--- src/rtl/ahb_lite_dmem_mux.sv ---
// AHB-Lite 1-master/2-slave dmem interconnect: address decode, data-phase response mux,
// a default slave answering unmapped transfers with a two-cycle ERROR, and a fault record.
module ahb_lite_dmem_mux #(
  parameter logic [31:0] S0_BASE  = 32'h0000_0000,
  parameter logic [31:0] S0_MASK  = 32'hFFFF_FF00,
  parameter logic [31:0] S1_BASE  = 32'h0000_0100,
  parameter logic [31:0] S1_MASK  = 32'hFFFF_FF00,
  parameter int          ERRCNT_W = 8
) (
  input  logic                HCLK,
  input  logic                HRESET,
  input  logic [31:0]         HADDR,
  input  logic [1:0]          HTRANS,
  input  logic                HWRITE,
  output logic [31:0]         HRDATA,
  output logic                HREADY,
  output logic                HRESP,
  output logic                HSEL_S0,
  output logic                HSEL_S1,
  input  logic [31:0]         HRDATA_S0,
  input  logic [31:0]         HRDATA_S1,
  input  logic                HREADYOUT_S0,
  input  logic                HREADYOUT_S1,
  input  logic                HRESP_S0,
  input  logic                HRESP_S1,
  output logic [ERRCNT_W-1:0] err_cnt,
  output logic [31:0]         err_addr,
  output logic                err_write
);

  typedef enum logic [1:0] {DSEL_NONE, DSEL_S0, DSEL_S1, DSEL_DEF} dsel_t;
  typedef enum logic [1:0] {DS_IDLE, DS_ERR1, DS_ERR2} ds_state_t;

  localparam logic [1:0][31:0] SLV_BASE = {S1_BASE, S0_BASE};
  localparam logic [1:0][31:0] SLV_MASK = {S1_MASK, S0_MASK};

  logic [1:0]          hit;
  logic                trans_active;
  logic                load_def;
  dsel_t               dsel_reg, dsel_next;
  ds_state_t           ds_state_reg;
  logic [ERRCNT_W-1:0] err_cnt_reg;
  logic [31:0]         err_addr_reg;
  logic                err_write_reg;

  genvar gi;
  generate
    for (gi = 0; gi < 2; gi++) begin : g_decode
      assign hit[gi] = (HADDR & SLV_MASK[gi]) == SLV_BASE[gi];
    end
  endgenerate

  // Slave 0 wins when the two windows overlap.
  assign HSEL_S0 = hit[0];
  assign HSEL_S1 = hit[1] & ~hit[0];

  assign trans_active = HTRANS inside {2'b10, 2'b11};

  always_comb begin
    dsel_next = DSEL_NONE;
    if (trans_active) begin
      if (hit[0])      dsel_next = DSEL_S0;
      else if (hit[1]) dsel_next = DSEL_S1;
      else             dsel_next = DSEL_DEF;
    end
  end

  assign load_def = HREADY && (dsel_next == DSEL_DEF);

  always_comb begin
    HREADY = 1'b1;
    HRESP  = 1'b0;
    HRDATA = 32'h0;
    case (dsel_reg)
      DSEL_S0: begin
        HREADY = HREADYOUT_S0;
        HRESP  = HRESP_S0;
        HRDATA = HRDATA_S0;
      end
      DSEL_S1: begin
        HREADY = HREADYOUT_S1;
        HRESP  = HRESP_S1;
        HRDATA = HRDATA_S1;
      end
      DSEL_DEF: begin
        HREADY = (ds_state_reg == DS_ERR2);
        HRESP  = 1'b1;
      end
      default: ;
    endcase
  end

  always_ff @(posedge HCLK) begin
    if (HRESET) begin
      dsel_reg      <= DSEL_NONE;
      ds_state_reg  <= DS_IDLE;
      err_cnt_reg   <= '0;
      err_addr_reg  <= 32'h0;
      err_write_reg <= 1'b0;
    end else begin
      if (HREADY) begin
        // ERR2 exits here as well: either re-arm for another unmapped access or go idle.
        dsel_reg     <= dsel_next;
        ds_state_reg <= load_def ? DS_ERR1 : DS_IDLE;
        if (load_def) begin
          err_addr_reg  <= HADDR;
          err_write_reg <= HWRITE;
          if (err_cnt_reg != '1) err_cnt_reg <= err_cnt_reg + ERRCNT_W'(1);
        end
      end else if (ds_state_reg == DS_ERR1) begin
        ds_state_reg <= DS_ERR2;
      end
    end
  end

  assign err_cnt   = err_cnt_reg;
  assign err_addr  = err_addr_reg;
  assign err_write = err_write_reg;

endmodule

--- config.mk ---
export PLATFORM = sky130hd
export DESIGN_NAME = ahb_lite_dmem_mux
export DESIGN_NICKNAME = d
export VERILOG_FILES = /design/src/rtl/ahb_lite_dmem_mux.sv
export SDC_FILE = /design/constraint.sdc
export NUM_CORES = 1
export LEC_CHECK = 0
export BUFFER_PORTS_ARGS = -buffer_cell sky130_fd_sc_hd__buf_4
export CORE_MARGIN = 2
export CORE_UTILIZATION = 43
export CTS_CLUSTER_DIAMETER = 200
export DETAILED_ROUTE_END_ITERATION = 16
export PLACE_DENSITY = 0.87
export SETUP_SLACK_MARGIN = 0.15
export SYNTH_ARGS = -nofsm -noshare
export SYNTH_HDL_FRONTEND = slang
export SYNTH_SLANG_ARGS = --single-unit
--- constraint.sdc ---
create_clock -name HCLK -period 2.93 [get_ports HCLK]
set_input_delay 0.586 -clock HCLK [delete_from_list [all_inputs] [get_ports HCLK]]
set_output_delay 0.586 -clock HCLK [all_outputs]
set_load 0.02 [all_outputs]
==> results.json <==
{
  "status": "complete, no violations",
  "htree_levels": 2,
  "synth_top_family_by_area": "simple AND/OR/NAND/NOR gates",
  "cts_num_sinks": 45,
  "cp.required_ps": 2340,
  "synth_cell_types": 35,
  "multi_input_area_sq_um": 1340,
  "crit_type": "flip-flop to output port",
  "synthAdderAreaFrac_pct": 2.61,
  "seq_area_frac_synth_pct": 37.6,
  "holdPathEnd": "ds_state_reg[1]$_SDFFE_PP0P_",
  "port_buffers": 180,
  "area.growth.synth_to_final_pct": 62.4,
  "synth_nets": 381,
  "place_congestion": 0.814,
  "power_w": 0.00182,
  "finalMaxSlewViolations": 0,
  "dp_hpwl_mm": 5.71,
  "antenna_found_initial": 0,
  "synthFlopType": "dfxtp_1",
  "yosys-top-cells-area": "dfxtp_1 (38%), mux2i_1 (14%), a22oi_1 (10%), nor2b_1 (8.9%), nor2_1 (6.1%)",
  "setup_slack_ps": 320,
  "dieWidth_um": 78.6,
  "ctsHoldBuffers": 0,
  "tightest_slew_ps": 691,
  "avgSynthCellArea_sq_um": 8.83,
  "placed_area_sq_um": 3750,
  "cts_resized": 0,
  "hp-class": "flip-flop to flip-flop",
  "arrival_ps": 2020,
  "synthMuxAreaShare_pct": 14.7,
  "drv_cap": 0,
  "dieArea_sq_um": 6180,
  "p_leak_nw": 1.90,
  "reg2reg_to": "err_addr[20]$_SDFFE_PP0P_",
  "clk_latency_ps": 300,
  "grt-ovfl-total": 0,
  "die_h_um": 78.6,
  "final_area_sq_um": 3890,
  "startpoint": "dsel_reg[0]$_SDFFE_PP0P_",
  "clock_path_buffers": 2,
  "power_density_nw_per_um2": 468,
  "regArea_sq_um": 901,
  "reg2reg_depth": 9,
  "grt_pass1_vias": 2484,
  "n_antenna_cell": 0,
  "grt_max_degree": 48,
  "start_util_pct": 44.0,
  "drc": 0,
  "place_ws_ps": 330,
  "vias_per_cell": 5.11,
  "irDropWorstVdd_mv": 0.383,
  "dr_total_vias": 2626,
  "cts_buffers": 5,
  "setup_tns_ps": 0,
  "maxClockFrequency_ghz": 0.383,
  "drive_gt1_share_pct": 45.5,
  "fillerInstances": 395,
  "finalHoldViolations": 0,
  "synth_top_area_share_pct": 37.6,
  "clk_pin_slew_ps": 80,
  "startpoint_type": "flip-flop",
  "row_count": 27,
  "nets": 551,
  "ys_async_sr_fraction_pct": 0,
  "grt_pass1_wl_mm": 11.5,
  "reg2reg_from": "dsel_reg[0]$_SDFFE_PP0P_",
  "grt_usage_pct": 23.0,
  "core_area_sq_um": 5440,
  "cts_root_buf": "clkbuf_8",
  "fin_skew_ps": 4.31,
  "synth_compound_area_share_pct": 15.0,
  "drtIter0Drc": 84,
  "crit_fanout": 21,
  "post-synth-top-count-cell": "dfxtp_1",
  "synth-seq-cells": 45,
  "synth_top_area_cell": "dfxtp_1",
  "synth_warnings": 0,
  "io_pins": 182,
  "synth_area_sq_um": 2390,
  "synthXorXnorAreaFrac_pct": 0,
  "finalSetupViolCount": 0,
  "min_from": "ds_state_reg[0]$_SDFFE_PP0P_",
  "post_drt_wl_per_cell_um": 14.4,
  "reg2reg_setup_slack_ps": 640,
  "post-route-period-util_pct": 89.1,
  "hold_depth": 2,
  "synth-simple-area-share_pct": 23.4,
  "cts_tree": "done",
  "rsz0062_at_grt": "false",
  "ant_nets": 0,
  "netlist_instances": 271,
  "largest_reg_flops": 32,
  "finalCriticalPeriod_ps": 2610,
  "drt-pass1-iter-count": 4,
  "synth_common_cells": "dfxtp_1 (45), nor2_1 (39), nor2b_1 (34)",
  "wl_mm": 7.41,
  "crit_path_end_kind": "output port",
  "synth_edf_count": 0,
  "post-cts-setup-buffers": 0,
  "relSlewSlack_pct": 53.9
}
-- cells in the final DEF, fill, tap and decap left out, types with 2 or more instances in the layout --
| cell type | netlist | final |
|---|---|---|
| nor4_1 | 7 | 7 |
| bufinv_16 | 0 | 2 |
| mux2_2 | 2 | 2 |
| or4_1 | 2 | 2 |
| inv_1 | 6 | 6 |
| nor3_1 | 5 | 5 |
| ha_1 | 5 | 5 |
| clkbuf_8 | 0 | 5 |
| o21ai_0 | 2 | 2 |
| a21oi_1 | 7 | 7 |
| a22oi_1 | 32 | 32 |
| o31ai_1 | 2 | 2 |
| dfxtp_1 | 45 | 45 |
| nor2_1 | 39 | 39 |
| or3_1 | 2 | 2 |
| nand2_1 | 7 | 7 |
| buf_4 | 2 | 185 |
| nand3_1 | 4 | 4 |
| nor2b_1 | 34 | 34 |
| mux2i_1 | 33 | 33 |
-- kinds of logic (layout without fill, tap and decap cells) --
family	after synthesis	count (layout)
AND/OR/NAND/NOR	108	108
multiplexers	35	35
AO/OA/AOI/OAI	49	49
flip-flops	45	45
adder cells (fa/ha/maj)	5	5
buffers and inverters	29	200
-- per-stage QoR --
stage               std cells  utilization, %  hold slack [ps]
floorplan                 271               -              461
global placement          506            69.0              473
detailed placement        506            69.0              475
CTS                       514            71.5              490
global route              514            71.5              513
finish                    514            71.5              492
-- cell type report --
type                            count  share of cell area [%]
Clock buffer                        5                    1.77
Clock inverter                      3                    1.67
Inverter                            7                   0.805
Multi-Input combinational cell    197                    34.5
Sequential cell                    45                    23.2
Tap cell                           72                    2.32
Timing Repair Buffer              185                    35.7
-- per-layer routing --
layer  vias up  wire length, um  track usage [%]
li1       1296                -                -
met1      1194             2680             24.2
met2       129             3790             42.6
met3         7              868             8.97
met4         0               73             5.79
met5         -                0                0
-- worst max-delay path: stages (launching register included) --
cell and delay, ps:
dfxtp_1 350, inv_1 100, ha_1 470, buf_4 330, a22oi_1 120, nor2b_1 160, buf_4 170
-- power by group --
part	internal [W]	switching (W)
Sequential	0.000655	0.0000262
Combinational	0.000297	0.000288
Clock	0.000339	0.000216
-- worst max-delay path by stage --
stage | to | slack (ps) | cells after the start
3_5_place_dp | err_addr[20]$_SDFFE_PP0P_ | 330 | 7
4_1_cts | HRDATA[24] | 330 | 6
2_1_floorplan | HSEL_S0 | 730 | 3
3_3_place_gp | err_addr[18]$_SDFFE_PP0P_ | 420 | 7
5_1_grt | HRDATA[13] | 210 | 6
6_report | HRDATA[24] | 320 | 6
Note: power is estimated with default switching activity, not from simulation.
